$ cat src/rtl/ifetch_pkg.sv
// Shared types and constants for the instruction fetch unit.
package ifetch_pkg;

    localparam int          INST_W           = 32;
    localparam logic [31:0] RESET_PC_DEFAULT = 32'h0000_0000;
    localparam logic [31:0] NOP_INST         = 32'h0000_0013;

    typedef enum logic [1:0] {
        ST_BOOT       = 2'd0,
        ST_RUN        = 2'd1,
        ST_ECALL_WAIT = 2'd2,
        ST_FAULT      = 2'd3
    } fetch_state_e;

endpackage

$ cat src/rtl/ifetch_next_pc.sv
// Combinational next-PC selection for the instruction being accepted,
// plus the misaligned-target check on taken jumps/branches.
module ifetch_next_pc
    import ifetch_pkg::*;
(
    input  logic [31:0] pc_i,
    input  logic        branch_i,
    input  logic        branch_taken_i,
    input  logic        jal_i,
    input  logic        jalr_i,
    input  logic [31:0] imm32_i,
    input  logic [31:0] rs1_data_i,
    output logic [31:0] next_pc_o,
    output logic [31:0] pc_plus4_o,
    output logic        misaligned_o
);

    logic [31:0] pc_rel;
    logic [31:0] jalr_tgt;
    logic        redirect;

    assign pc_plus4_o = pc_i + 32'd4;
    assign pc_rel     = pc_i + imm32_i;
    assign jalr_tgt   = (rs1_data_i + imm32_i) & 32'hFFFF_FFFE;

    always_comb begin
        next_pc_o = pc_plus4_o;
        redirect  = 1'b0;
        if (jalr_i) begin
            next_pc_o = jalr_tgt;
            redirect  = 1'b1;
        end else if (jal_i) begin
            next_pc_o = pc_rel;
            redirect  = 1'b1;
        end else if (branch_i && branch_taken_i) begin
            next_pc_o = pc_rel;
            redirect  = 1'b1;
        end
    end

    // Fall-through targets are always word aligned; only redirects can fault.
    assign misaligned_o = redirect & next_pc_o[1];

endmodule

$ cat src/rtl/ifetch_unit.sv
// Instruction fetch unit: owns the PC, drives a 1-cycle-latency BRAM and
// presents one inst per cycle. Optional retire counter: IFETCH_RETIRE_CNT_EN.
module ifetch_unit
    import ifetch_pkg::*;
#(
    parameter logic [31:0] RESET_PC    = RESET_PC_DEFAULT,
    parameter int          IMEM_ADDR_W = 14
) (
    input  logic                   clk,
    input  logic                   rst,
    input  logic                   inst_ready,
    input  logic                   Branch,
    input  logic                   jal_flag,
    input  logic                   jalr_flag,
    input  logic                   ecall_flag,
    input  logic                   branch_taken,
    input  logic [31:0]            imm32,
    input  logic [31:0]            rs1_data,
    input  logic                   io_done,
    output logic [IMEM_ADDR_W-1:0] imem_addr,
    input  logic [INST_W-1:0]      imem_rdata,
    output logic [INST_W-1:0]      inst,
    output logic                   inst_valid,
    output logic [31:0]            pc,
    output logic [31:0]            pc_plus4,
    output logic                   fault,
    output logic [31:0]            retire_cnt
);

    fetch_state_e state_q, state_d;
    logic [31:0]  pc_q, pc_d;
    logic         fault_q, fault_d;
    logic [31:0]  next_pc;
    logic         misaligned;
    logic         accept;

    ifetch_next_pc u_next_pc (
        .pc_i           (pc_q),
        .branch_i       (Branch),
        .branch_taken_i (branch_taken),
        .jal_i          (jal_flag),
        .jalr_i         (jalr_flag),
        .imm32_i        (imm32),
        .rs1_data_i     (rs1_data),
        .next_pc_o      (next_pc),
        .pc_plus4_o     (pc_plus4),
        .misaligned_o   (misaligned)
    );

    assign inst_valid = (state_q == ST_RUN);
    assign accept     = inst_valid & inst_ready;
    assign inst       = imem_rdata;
    assign pc         = pc_q;
    assign fault      = fault_q;

    // Presenting the next address on accept gives back-to-back fetch; otherwise
    // re-reading pc keeps inst stable across stalls and waits.
    assign imem_addr  = accept ? next_pc[IMEM_ADDR_W+1:2] : pc_q[IMEM_ADDR_W+1:2];

    always_comb begin
        state_d = state_q;
        pc_d    = pc_q;
        fault_d = fault_q;
        case (state_q)
            ST_BOOT: state_d = ST_RUN;
            ST_RUN: begin
                if (accept) begin
                    if (misaligned) begin
                        state_d = ST_FAULT;
                        fault_d = 1'b1;
                    end else if (ecall_flag) begin
                        state_d = ST_ECALL_WAIT;
                        pc_d    = pc_plus4;
                    end else begin
                        pc_d    = next_pc;
                    end
                end
            end
            ST_ECALL_WAIT: if (io_done) state_d = ST_RUN;
            ST_FAULT:      state_d = ST_FAULT;
            default:       state_d = ST_BOOT;
        endcase
    end

    always_ff @(posedge clk) begin
        if (rst) begin
            state_q <= ST_BOOT;
            pc_q    <= RESET_PC;
            fault_q <= 1'b0;
        end else begin
            state_q <= state_d;
            pc_q    <= pc_d;
            fault_q <= fault_d;
        end
    end

`ifdef IFETCH_RETIRE_CNT_EN
    logic [31:0] retire_q;

    always_ff @(posedge clk) begin
        if (rst) begin
            retire_q <= 32'h0;
        end else if (accept) begin
            retire_q <= retire_q + 32'd1;
        end
    end

    assign retire_cnt = retire_q;
`else
    assign retire_cnt = 32'h0;
`endif

endmodule

$ cat config.mk
export PLATFORM = sky130hd
export DESIGN_NAME = ifetch_unit
export DESIGN_NICKNAME = d
export VERILOG_FILES = /design/src/rtl/ifetch_pkg.sv /design/src/rtl/ifetch_next_pc.sv /design/src/rtl/ifetch_unit.sv
export SDC_FILE = /design/constraint.sdc
export NUM_CORES = 1
export LEC_CHECK = 0
export BUFFER_PORTS_ARGS = -buffer_cell sky130_fd_sc_hd__buf_2
export CORE_MARGIN = 2
export CORE_UTILIZATION = 52
export DETAILED_ROUTE_END_ITERATION = 12
export PLACE_DENSITY = 0.91
export SYNTH_ARGS = -nofsm -noshare
export SYNTH_HDL_FRONTEND = slang
export SYNTH_SLANG_ARGS = --single-unit
$ cat constraint.sdc
create_clock -name clk -period 3.6 [get_ports clk]
set_clock_uncertainty 0.1 [all_clocks]
set_input_delay 0.18 -clock clk [delete_from_list [all_inputs] [get_ports clk]]
set_output_delay 0.18 -clock clk [all_outputs]
set_load 0.1 [all_outputs]
# Yosys cells after proc, flatten, opt, wreduce, memory -nomap -nowiden
# Index checks and enable logic that the tools add are counted.
# word_totals
regBits	35
in_bits	105
out_inout_bits	144
elab_cells	33
# classes
addsub	3
eq_ne	6
muxes	13
n_bitwise	3
reduce_logical	5
# op_table
cell	n
$mux W32	4
$add A32 B32 Y32	2
$add A32 B3 Y32 const B	1
$mux W14	1
$reduce_and A3 Y1	3
$mux W2	4
$pmux W2 S4	1
$eq A2 B2 Y1 const B	2
$mux W1	3
$ne A3 B2 Y1 const B	1
$and A1 B1 Y1	2
$eq A2 B1 Y1 const B	1
$logic_not A2 Y1	1
$ne A2 B1 Y1 const B	1
$ne A2 B2 Y1 const B	1
$logic_and A1 B1 Y1	1
$not A1 Y1	1

# Longest topological paths before layout
# logic_depth
word_depth	8
mapped_depth	12

# Hierarchy
# Synthesis repeated with hierarchy kept, for this count alone.
# hier_totals
hier_cells	900
hier_area_um2	6776.5
# modules_own_cells
module	instances	cells_each	area_per_inst_um2	seq_area_each_um2
ifetch_next_pc	1	663	4491.8	0.0
ifetch_unit	1	237	2284.7	700.7

# Worst setup path before layout
# Ideal clock, no wire load.
# synth_path
kind	register to output
from	register pc_q[4] (netlist: pc[4])
to	output imem_addr[11]
arrival_ns	6.180
required_time_ns	3.320
path_slack_ns	-2.860
stages_incl_launch_ff	10
path_cell_list	dfxtp_1 buf_2 nand4_1 nor3_2 nand2_1 xnor2_1 nor2_1 a211oi_1 a21oi_1 o21ai_0
# synth_between
elab_chain_len	5
elab_cells_between_ends	6
classes_between	add/sub (2); mux (4)
# synth_lines
item	line_no	source
from (decl)	ifetch_unit.sv:31	logic [31:0] pc_q, pc_d;
from (signal assigned)	ifetch_unit.sv:92	pc_q <= pc_d;
$add A32 B3 Y32	ifetch_next_pc.sv:22	assign pc_plus4_o = pc_i + 32'd4;
named net pc_plus4[13]	ifetch_unit.sv:25	output logic [31:0] pc_plus4,
$mux W32	ifetch_next_pc.sv:35	end else if (branch_i && branch_taken_i) begin
$mux W32	ifetch_next_pc.sv:32	end else if (jal_i) begin
$mux W32	ifetch_next_pc.sv:29	if (jalr_i) begin
$mux W14	ifetch_unit.sv:58	assign imem_addr = accept ? next_pc[IMEM_ADDR_W+1:2] : pc_q[IMEM_ADDR_W+1:2];
to (decl)	ifetch_unit.sv:20	output logic [IMEM_ADDR_W-1:0] imem_addr,
# The timed path passes the listed nets, and every way through them passes these cells.

# Final worst setup path
# layout_path
from	register pc_q[2] (netlist: pc[2])
to	output imem_addr[7]
# layout_between
elab_chain_len	5
elab_cells_between_ends	6
classes_between	add/sub (2); mux (4)
# layout_lines
item	line_no
$add A32 B3 Y32 or $add A32 B32 Y32 (tied branches)	ifetch_next_pc.sv:22, ifetch_next_pc.sv:23
$mux W32	ifetch_next_pc.sv:35
$mux W32 (*)	ifetch_next_pc.sv:32
$mux W32 (*)	ifetch_next_pc.sv:29
$mux W14 (*)	ifetch_unit.sv:58
# Every way passes the cells marked *; elsewhere a longest branch is shown, timed or not.

==> results by stage <==
Timing:
- The hold violation count in the final report is 0.
- The post-route clock period utilization is 0.982.
- The minimum setup slack in the final design is 0.0659 ns.
- For the pin with the worst max-slew slack, the measured transition is 0.929 ns.
- In this run the tightest slew margin relative to its limit is 0.376.
- The smallest clock period supported by the final layout is computed as 3.53 ns.
- Setup repair after global routing could not meet its margin everywhere.
- Setup violations remaining at the end of the flow were counted as 0.
- The max-slew violation count is 0.
- The fmax is 283 MHz.

Hold path:
- The path class of the tightest hold or removal check is input port to flop.
- The hold path depth is 3.
- The startpoint identified for the worst hold timing path is inst_ready.
- The path with the worst hold slack has its endpoint at fault$_SDFFE_PP0P_.

Clock network:
- The later-pin clock latency in the skew report is 0.29 ns.
- TritonCTS built the clock tree.
- CTS saw 35 sinks.
- The maximum level of the CTS H-tree is 2.
- In this run the deepest clock path goes through 2 buffers.
- The clock tree root driver cell is clkbuf_16.
- The number of clock buffers added by TritonCTS is 5.
- The clock input transition at the sequential cells of the worst setup and hold paths is 0.06 ns.

Critical path:
- In this run the worst setup path begins at pc[2]$_SDFFE_PP0P_.
- In this run the critical register-to-register path is launched from pc[0]$_SDFFE_PP0P_.
- For the worst setup path, the data required time is 3.32 ns.
- Along the worst path, the maximum fanout reaches 9.
- The endpoint class of the critical path is an output pin.
- The type of origin of the critical path is a flop.
- The arrival time reported for the critical path endpoint is 3.25 ns.
- The endpoint identified for the worst register-to-register timing path is pc[29]$_SDFFE_PP0P_.
- The kind of critical path is flop to output pin.
- The depth of the worst register-to-register path is 10.
- Setup slack on the worst reg-to-reg path comes out at 0.24 ns.

Floorplanning:
- The die height is 117 um.
- The floorplan step defined a die boundary enclosing 0.0136 mm^2.
- The starting density of the core is 0.529.
- Row generation in the floorplan step produced 41 rows.
- From left edge to right edge, the die measures 117 um.
- 249 I/O pins were placed.
- The core area is 0.0125 mm^2.

Detailed routing:
- The detail route stage leaves a number of antenna-violating nets equal to 0.
- The routed via count divided by cell count is 6.36.
- The routed layout has 7735 vias.
- The detailed router finished its first iteration with 1087 violations.
- The post-detailed-route wirelength per cell is 18.8 um.
- After detailed routing, the number of remaining DRC violations is 0.
- The wire length after detailed routing is 22900 um.
- The total iterations of the first detailed-routing run is 6.

Yosys:
- The async set-reset flop share out of synthesis is 0.
- Ranked by total cell area, the synthesized netlist is headed by ha_1 12%, dfxtp_1 11%, buf_4 7.5%, xnor2_1 6.0%, a21oi_1 5.7%.
- The biggest area contributor in the post-synthesis netlist is ha_1.
- The synthesis warning total is 0.
- The most used flip-flop cell after synthesis is dfxtp_1.
- In this run, synthesis inferred 0 flip-flops with an integrated enable.
- The fraction of post-synthesis cell area in the top cell type by area is 0.117.
- The post-synthesis instance total is 938.
- The synthesis-stage register bit count is 35.
- In this run, distinct cell masters in the synthesized netlist total 83.
- The share of the yosys chip area belonging to registers is 0.106.
- The mean instance size in the synthesized netlist is 7.05 um^2.
- The area of the mapped netlist is 0.00662 mm^2.

Cells and area:
- The number of antenna diodes in the final layout is 0.
- Leaving out fill and tap cells, the most frequent cell in the layout is buf_2.
- The final standard cell count with taps included and fillers excluded is 1216.
- Counting the fill cells in the layout gives 1126.
- The synthesis-to-layout area growth is 19.2%.
- In the layout the commonest cells are 147 x buf_2, 94 x nand2_1, 73 x a21oi_1, 69 x nor2_1, 60 x ha_1.
- In the final layout, the share of cells above drive strength 1 is 0.246.
- The final layout contains 1212 nets.
- The utilization after layout is 0.630.

Job:
- The max-cap violation count is 0.

Power:
- The power density over the cells is 301 mW/mm^2.
- The largest vdd supply drop is 171 uV.
- In this run the static leakage power is 3.71 nW.

Global route:
- The via count of the first global-routing pass is 6889.
- For this run, the total global-route usage over all layers was measured as 0.321.
- The wire length of the first global-routing pass is 34600 um.
- Global routing finished with a remaining overflow of 0.
- The initial antenna violation count is 0.
- The maximum number of pins on one net before global-route repair is 34.

Place:
- The placement-stage worst setup slack is 0.198 ns.
- Detailed placement ended at an HPWL of 17900 um.
- The total placed cells including tap cells is 1207.
- The final weighted congestion of routability-driven global placement is 0.996.
- Buffers placed on the I/O ports in this run total 152.

Outcome:
- The flow ran to the end, and the final reports show no timing, DRC or antenna violations.
[power by group]
part / switching [mW] / total, mW / internal [mW]
Sequential: 0.0461 / 0.452 / 0.406
Clock: 0.188 / 0.444 / 0.257
Combinational: 1.08 / 1.48 / 0.403
Total: 1.31 / 2.38 / 1.07
[stage by stage]
stage / total power [mW] / hold slack [ns] / TNS [ns] / instance area [um^2]
2_1_floorplan: 1.79 / 0.237 / -0.234 / 7160
3_3_place_gp: 1.88 / 0.261 / 0 / 7690
3_5_place_dp: 1.90 / 0.261 / 0 / 7690
4_1_cts: 2.34 / 0.0623 / 0 / 7830
5_1_grt: 2.47 / 0.110 / -0.0835 / 7880
6_report: 2.38 / 0.0616 / 0 / 7880
[routing by layer]
layer | wire length [um] | global-route usage
met2 | 10100 | 0.507
met1 | 9090 | 0.426
met4 | 887 | 0.133
met5 | 0 | 0
met3 | 2820 | 0.0680
[worst max-delay path by stage]
stage	end	slack, ns	cells past startpoint
floorplan	imem_addr[11]	-0.23	9
global placement	imem_addr[12]	0.28	13
detailed placement	imem_addr[12]	0.20	13
CTS	imem_addr[7]	0.04	10
global route	imem_addr[7]	-0.08	10
finish	imem_addr[7]	0.07	10
[repair_timing]
item / in CTS / in global routing
hold buffers: 0 / 0
hold endpoints to repair: 0 / 0
endpoints found under the setup margin: 2 / 4
buffers inserted: 0 / 1
pin swaps: 0 / 2
resized for setup: 2 / 12
[cells in the mapped netlist (4+ instances only)]
library cell,count
buf_4,66
a21o_1,31
a211oi_1,12
xor2_1,25
o31ai_1,6
o2111ai_1,6
nor2_1,69
clkbuf_1,32
nand2_1,94
and3_1,11
and4_1,5
or2_2,4
ha_1,62
o21ai_0,67
a21oi_1,76
mux2i_1,6
xnor2_1,45
a22oi_1,12
o211ai_1,7
dfxtp_1,35
o22ai_1,4
o21ai_1,15
nand2b_1,13
or3_1,9
o21bai_1,8
nor3_1,25
o21a_1,12
nand4_1,13
and2_1,7
inv_1,26
nor2b_1,9
nand3_1,30
a31oi_1,16
[flip-flops by register name, summed over array words and instances, names as in the netlist]
name	flops
pc	32
state_q	2
fault	1
[kinds of logic after synthesis]
logic type               count (synthesis)  synth area share
AO/OA/AOI/OAI                          321             0.326
AND/OR/NAND/NOR                        309             0.228
buffers and inverters                  131             0.112
XOR/XNOR                                70            0.0927
adder cells (fa/ha/maj)                 64             0.123
flip-flops                              35             0.106
multiplexers                             7            0.0108
other                                    1          0.000567
[critical path, cell delays in order (launching register included)]
cell and delay [ns]:
dfxtp_4 0.37, ha_1 0.24, a211oi_1 0.44, o21ai_1 0.20, a2111oi_2 0.48, o31a_1 0.23, xnor2_1 0.15, a21oi_1 0.10
o21ai_1 0.22, mux2_2 0.20, clkbuf_4 0.32
[cell type report]
cell class	instances	area [um^2]	share of cell area
Clock buffer	7	133	0.0168
Sequential cell	35	733	0.0930
Timing Repair Buffer	171	966	0.123
Inverter	27	101	0.0129
Clock inverter	1	5.00	0.000635
Multi-Input combinational cell	803	5730	0.727
Tap cell	172	215	0.0273
Note: power is estimated with default switching activity, not from simulation.
